File: src/rtl/fir_filter_mc.sv
// rtl/fir_filter_mc.sv - time-multiplexed multi-channel FIR filter with a shared runtime coefficient bank
// Optional macro FIR_ROUND_SAT_EN: round half up and saturate the output instead of floor and wrap.
module fir_filter_mc #(
   parameter int WD_IN     = 24,
   parameter int WD_OUT    = 24,
   parameter int WD_COEF   = 18,
   parameter int NTAPS     = 16,
   parameter int NCHAN     = 2,
   parameter int OUT_SHIFT = 16,
   localparam int CW = (NCHAN > 1) ? $clog2(NCHAN) : 1,
   localparam int AW = $clog2(NTAPS)
) (
   input  logic                      clk,
   input  logic                      reset,
   input  logic                      fir_in_valid,
   output logic                      fir_ready,
   input  logic signed [WD_IN-1:0]   fir_input,
   input  logic [CW-1:0]             fir_in_chan,
   output logic                      fir_out_valid,
   input  logic                      fir_out_ready,
   output logic signed [WD_OUT-1:0]  fir_output,
   output logic [CW-1:0]             fir_out_chan,
   input  logic                      coef_we,
   input  logic [AW-1:0]             coef_addr,
   input  logic signed [WD_COEF-1:0] coef_data,
   output logic                      coef_ack
);

   localparam int WP = WD_IN + WD_COEF;
   localparam int WA = WP + AW;
   localparam logic [AW-1:0] LAST_TAP = AW'(NTAPS - 1);
   localparam logic [CW:0]   NCHAN_V  = (CW + 1)'(NCHAN);
   localparam logic signed [WD_COEF-1:0] COEF_ONE = WD_COEF'(1) << OUT_SHIFT;

   typedef enum logic [1:0] {S_IDLE, S_SHIFT, S_MAC, S_OUT} state_t;
   state_t state, state_nxt;

   logic signed [WD_IN-1:0]   dly  [NCHAN][NTAPS];
   logic signed [WD_COEF-1:0] coef [NTAPS];
   logic signed [WD_IN-1:0]   samp_r;
   logic [CW-1:0]             chan_r;
   logic [AW-1:0]             tap;
   logic signed [WA-1:0]      acc;
   logic signed [WP-1:0]      prod;
   logic signed [WA-1:0]      acc_sum;
   logic signed [WD_OUT-1:0]  result;
   logic                      in_hs;
   logic                      chan_ok;
   logic                      coef_wr;

   always_comb begin
      fir_ready     = (state == S_IDLE) && !reset;
      fir_out_valid = (state == S_OUT) && !reset;
      in_hs         = fir_in_valid && fir_ready;
      chan_ok       = {1'b0, fir_in_chan} < NCHAN_V;
      // An input handshake in the same cycle takes priority over a coefficient write.
      coef_wr       = coef_we && (state == S_IDLE) && !in_hs;
      state_nxt     = state;
      case (state)
         S_IDLE:  if (in_hs && chan_ok) state_nxt = S_SHIFT;
         S_SHIFT: state_nxt = S_MAC;
         S_MAC:   if (tap == LAST_TAP) state_nxt = S_OUT;
         S_OUT:   if (fir_out_ready) state_nxt = S_IDLE;
         default: state_nxt = S_IDLE;
      endcase
   end

   always_comb begin
      prod    = WP'(dly[chan_r][tap]) * WP'(coef[tap]);
      acc_sum = acc + {{(WA - WP){prod[WP-1]}}, prod};
   end

`ifdef FIR_ROUND_SAT_EN
   localparam logic signed [WA-1:0] RND     = WA'(1) << (OUT_SHIFT - 1);
   localparam logic signed [WA-1:0] SAT_MAX = {{(WA - WD_OUT + 1){1'b0}}, {(WD_OUT - 1){1'b1}}};
   localparam logic signed [WA-1:0] SAT_MIN = {{(WA - WD_OUT + 1){1'b1}}, {(WD_OUT - 1){1'b0}}};
   logic signed [WA-1:0] shifted;

   always_comb begin
      shifted = (acc_sum + RND) >>> OUT_SHIFT;
      if (shifted > SAT_MAX)
         result = WD_OUT'(SAT_MAX);
      else if (shifted < SAT_MIN)
         result = WD_OUT'(SAT_MIN);
      else
         result = WD_OUT'(shifted);
   end
`else
   always_comb begin
      result = WD_OUT'(acc_sum >>> OUT_SHIFT);
   end
`endif

   always_ff @(posedge clk) begin
      if (reset) begin
         state        <= S_IDLE;
         tap          <= '0;
         acc          <= '0;
         samp_r       <= '0;
         chan_r       <= '0;
         fir_output   <= '0;
         fir_out_chan <= '0;
         coef_ack     <= 1'b0;
         for (int c = 0; c < NCHAN; c++)
            for (int k = 0; k < NTAPS; k++)
               dly[c][k] <= '0;
         // Identity response after reset: unity gain on the newest sample only.
         for (int k = 0; k < NTAPS; k++)
            coef[k] <= (k == 0) ? COEF_ONE : '0;
      end else begin
         state    <= state_nxt;
         coef_ack <= coef_wr;
         if (coef_wr)
            coef[coef_addr] <= coef_data;
         case (state)
            S_IDLE: begin
               if (in_hs) begin
                  samp_r <= fir_input;
                  chan_r <= fir_in_chan;
               end
            end
            S_SHIFT: begin
               for (int k = NTAPS - 1; k > 0; k--)
                  dly[chan_r][k] <= dly[chan_r][k-1];
               dly[chan_r][0] <= samp_r;
               acc <= '0;
               tap <= '0;
            end
            S_MAC: begin
               acc <= acc_sum;
               tap <= tap + AW'(1);
               if (tap == LAST_TAP) begin
                  fir_output   <= result;
                  fir_out_chan <= chan_r;
               end
            end
            default: ;
         endcase
      end
   end

endmodule

File: config.mk
export PLATFORM = sky130hd
export DESIGN_NAME = fir_filter_mc
export DESIGN_NICKNAME = d
export VERILOG_FILES = /design/src/rtl/fir_filter_mc.sv
export SDC_FILE = /design/constraint.sdc
export NUM_CORES = 2
export LEC_CHECK = 0
export ABC_AREA = 1
export CAP_MARGIN = 20
export CORE_ASPECT_RATIO = 1.25
export CORE_UTILIZATION = 53
export DETAILED_ROUTE_END_ITERATION = 10
export GPL_ROUTABILITY_DRIVEN = 0
export PLACE_DENSITY = 0.72
export SLEW_MARGIN = 25
export SYNTH_ARGS = -nofsm -noshare
export SYNTH_HDL_FRONTEND = slang
export SYNTH_SLANG_ARGS = --single-unit
export TNS_END_PERCENT = 20
File: constraint.sdc
create_clock -name clk -period 13.8 [get_ports clk]
set_clock_uncertainty 0.15 [all_clocks]
set_input_delay 2.76 -clock clk [delete_from_list [all_inputs] [get_ports clk]]
set_output_delay 2.76 -clock clk [all_outputs]
set_load 0.1 [all_outputs]
==> results.json <==
{
  "ys_warn_count": 0,
  "status": "finished clean",
  "setup_viol": 0,
  "drt-total-wl_microns": 179000,
  "die_w_microns": 322,
  "ant_nets": 0,
  "grt_max_degree": 183,
  "required_ns": 14.30,
  "synth_nets": 7450,
  "tns_ns": 0,
  "yosysTopAreaCell": "edfxtp_1",
  "yosysTopAreaCellShare": 0.467,
  "cts-root-buf": "clkbuf_16",
  "crit_arrival_ns": 12.10,
  "grt.total_usage": 0.278,
  "synth.distinct_cells": 57,
  "crit_path_max_incr_delay_ns": 0.90,
  "n_fill_cell": 10500,
  "start_util": 0.535,
  "postCtsSetupBuffers": 0,
  "syn-instance-count": 6837,
  "finalHoldViolations": 0,
  "avgViaCountPerCell": 5.76,
  "n_antenna_cell": 0,
  "relSlewSlack": 0.247,
  "dr.pass1.iters": 7,
  "syn_to_final_growth_pct": 8.11,
  "synth_ff_type": "edfxtp_1",
  "final.min_clock_period_ns": 11.60,
  "die_area_sq_um": 130000,
  "core_region_area_sq_um": 127000,
  "port_buffers": 79,
  "synth_xor_area_frac": 0.00606,
  "drive_gt1_frac": 0.0474,
  "drv_cap": 0,
  "drv_slew": 0,
  "cts_tree": "done",
  "synth_commonest_cells": "nor2_1, nand2_1, edfxtp_1",
  "async_reset_ff_frac": 0,
  "rows": 146,
  "synth_compound_area_frac": 0.0553,
  "slowest_stage": "dfxtp_4",
  "nNetsFinal": 7348,
  "antenna_found_initial": 2,
  "syn_area_sq_um": 68000,
  "synth_top_family_by_area": "simple AND/OR/NAND/NOR gates",
  "min-delay-start": "acc[13]",
  "multi_input_area_sq_um": 29500,
  "path_class": "register to register",
  "io_pins": 80,
  "ff_latch_area_sq_um": 33800,
  "synth_mux_area_frac": 0.0485,
  "cp_common_cell": "nand2_1",
  "grt_pass1_wl_microns": 277000,
  "htreeDepth": 3,
  "tightest_slew_ns": 1.12,
  "synth_adder_area_share": 0.149,
  "startpoint_type": "register",
  "path_clk_slew_ns": 0.07,
  "grt_pass1_vias": 49500,
  "hold_buffers": 0,
  "rsz0062_at_grt": "no",
  "synth_seq_cells": 1158,
  "vias": 49200,
  "first_iter_violations": 4862,
  "synth-edff-count": 1056,
  "cts_buffers": 112,
  "overflow": 0,
  "synth.most_common_cell": "nor2_1",
  "seq_area_frac_synth": 0.497,
  "route.detailed.drc": 0,
  "place.detailed.hpwl_microns": 118000,
  "synth.avg_cell_area_sq_um": 9.94,
  "whs_ns": 0.322,
  "fmax_mhz": 86.2,
  "hold_path_class": "register to register",
  "clock-sinks": 1158,
  "crit_fanout": 48,
  "die_y_microns": 402,
  "end_kind": "register",
  "synthTopCellsByArea": "edfxtp_1, fa_1, nor2_1",
  "ctsResizeCount": 0,
  "wl_per_cell_microns": 21.0,
  "fin_crit_sh": 0.841,
  "clk_latency_ns": 0.75,
  "cts_buffer_depth": 3,
  "yosys.area_share.simple": 0.175
}
worst max-delay path: cells and delay by family, from the launching register on:
family | cells | cell delay (ns)
flops | 1 | 0.90
fa+ha+maj | 8 | 3.67
buf+inv | 7 | 1.58
xor+xnor | 1 | 0.36
compound gates | 3 | 0.33
simple gates | 24 | 3.63
mux | 1 | 0.77
flip-flops by register name, summed over array words and instances, names as in the netlist, named ones only:
register	flops
acc	40
chan_r	1
coef	288
coef_ack	1
dly	768
fir_out_chan	1
fir_output	24
samp_r	24
state	2
tap	4
layer usage:
metal  vias up  global-route usage  share of wire  routed length, microns
li1      22300                   -              -                       -
met1     24100               0.331           0.36                   64500
met2      2252               0.471           0.50                   89300
met3       559              0.0424          0.077                   13800
met4         2               0.170          0.066                   11800
met5         -                   0       0.000061                      11
layout by cell type, fill, tap and decap left out, types with 7 or more instances in the layout:
master | netlist | routed
a21o_1 | 12 | 12
a21oi_1 | 222 | 222
a221oi_1 | 17 | 17
a311o_1 | 8 | 8
a31oi_1 | 16 | 16
a32o_1 | 12 | 12
and2_1 | 13 | 13
buf_12 | 0 | 7
buf_4 | 28 | 61
bufinv_16 | 0 | 18
clkbuf_1 | 176 | 13
clkbuf_16 | 0 | 114
clkdlybuf4s50_1 | 0 | 78
clkinv_1 | 3 | 32
clkinv_2 | 0 | 19
dfxtp_1 | 102 | 96
edfxtp_1 | 1056 | 1056
fa_1 | 412 | 412
ha_1 | 149 | 149
inv_1 | 703 | 701
inv_2 | 29 | 30
mux2i_1 | 325 | 325
nand2_1 | 1080 | 1076
nand2_2 | 13 | 14
nand3_1 | 330 | 330
nand4_1 | 20 | 20
nor2_1 | 1477 | 1476
nor3_1 | 16 | 16
nor4_1 | 7 | 7
o211ai_1 | 23 | 23
o21ai_0 | 222 | 222
o21ai_1 | 19 | 19
o21bai_1 | 7 | 7
o221ai_1 | 31 | 31
o22ai_1 | 36 | 36
or2_2 | 18 | 17
xnor2_1 | 16 | 16
xor2_1 | 31 | 31
logic make-up (layout without fill, tap and decap cells):
logic type / after synthesis / in the layout
simple gates: 2993 / 2993
mux: 327 / 327
buf+inv: 1103 / 1097
xor+xnor: 47 / 47
flops: 1158 / 1158
fa+ha+maj: 561 / 561
compound gates: 648 / 648
metrics by stage:
stage | worst slack, ns | util | instances | cell area (sq um)
after global routing | 1.77 | 0.579 | 8533 | 73500
after global placement | 2.67 | 0.548 | 8323 | 69600
after CTS | 2.53 | 0.579 | 8533 | 73500
after detailed placement | 2.61 | 0.548 | 8323 | 69600
final | 2.20 | 0.579 | 8533 | 73500
after floorplan | 0.516 | - | 6837 | 68000
path summary, 6_finish.rpt:
kind | cells after the start | slack (ns) | end
max | 44 | 2.20 | fir_output[13]
min | 2 | 0.32 | acc[13]
max reg2reg | 44 | 2.20 | fir_output[13]
min reg2reg | 2 | 0.32 | acc[13]
cell type report:
| class | instances | share of cell area |
|---|---|---|
| clock inverters | 79 | 0.0124 |
| flip-flops and latches | 1158 | 0.460 |
| clock buffers | 131 | 0.0402 |
| inverters | 739 | 0.0380 |
| well taps | 1702 | 0.0290 |
| multi-input cells | 4576 | 0.402 |
| repair buffers | 148 | 0.0190 |
Power is not shown: default switching activity piles up to over one toggle a cycle in this logic, so the estimate is an artifact.
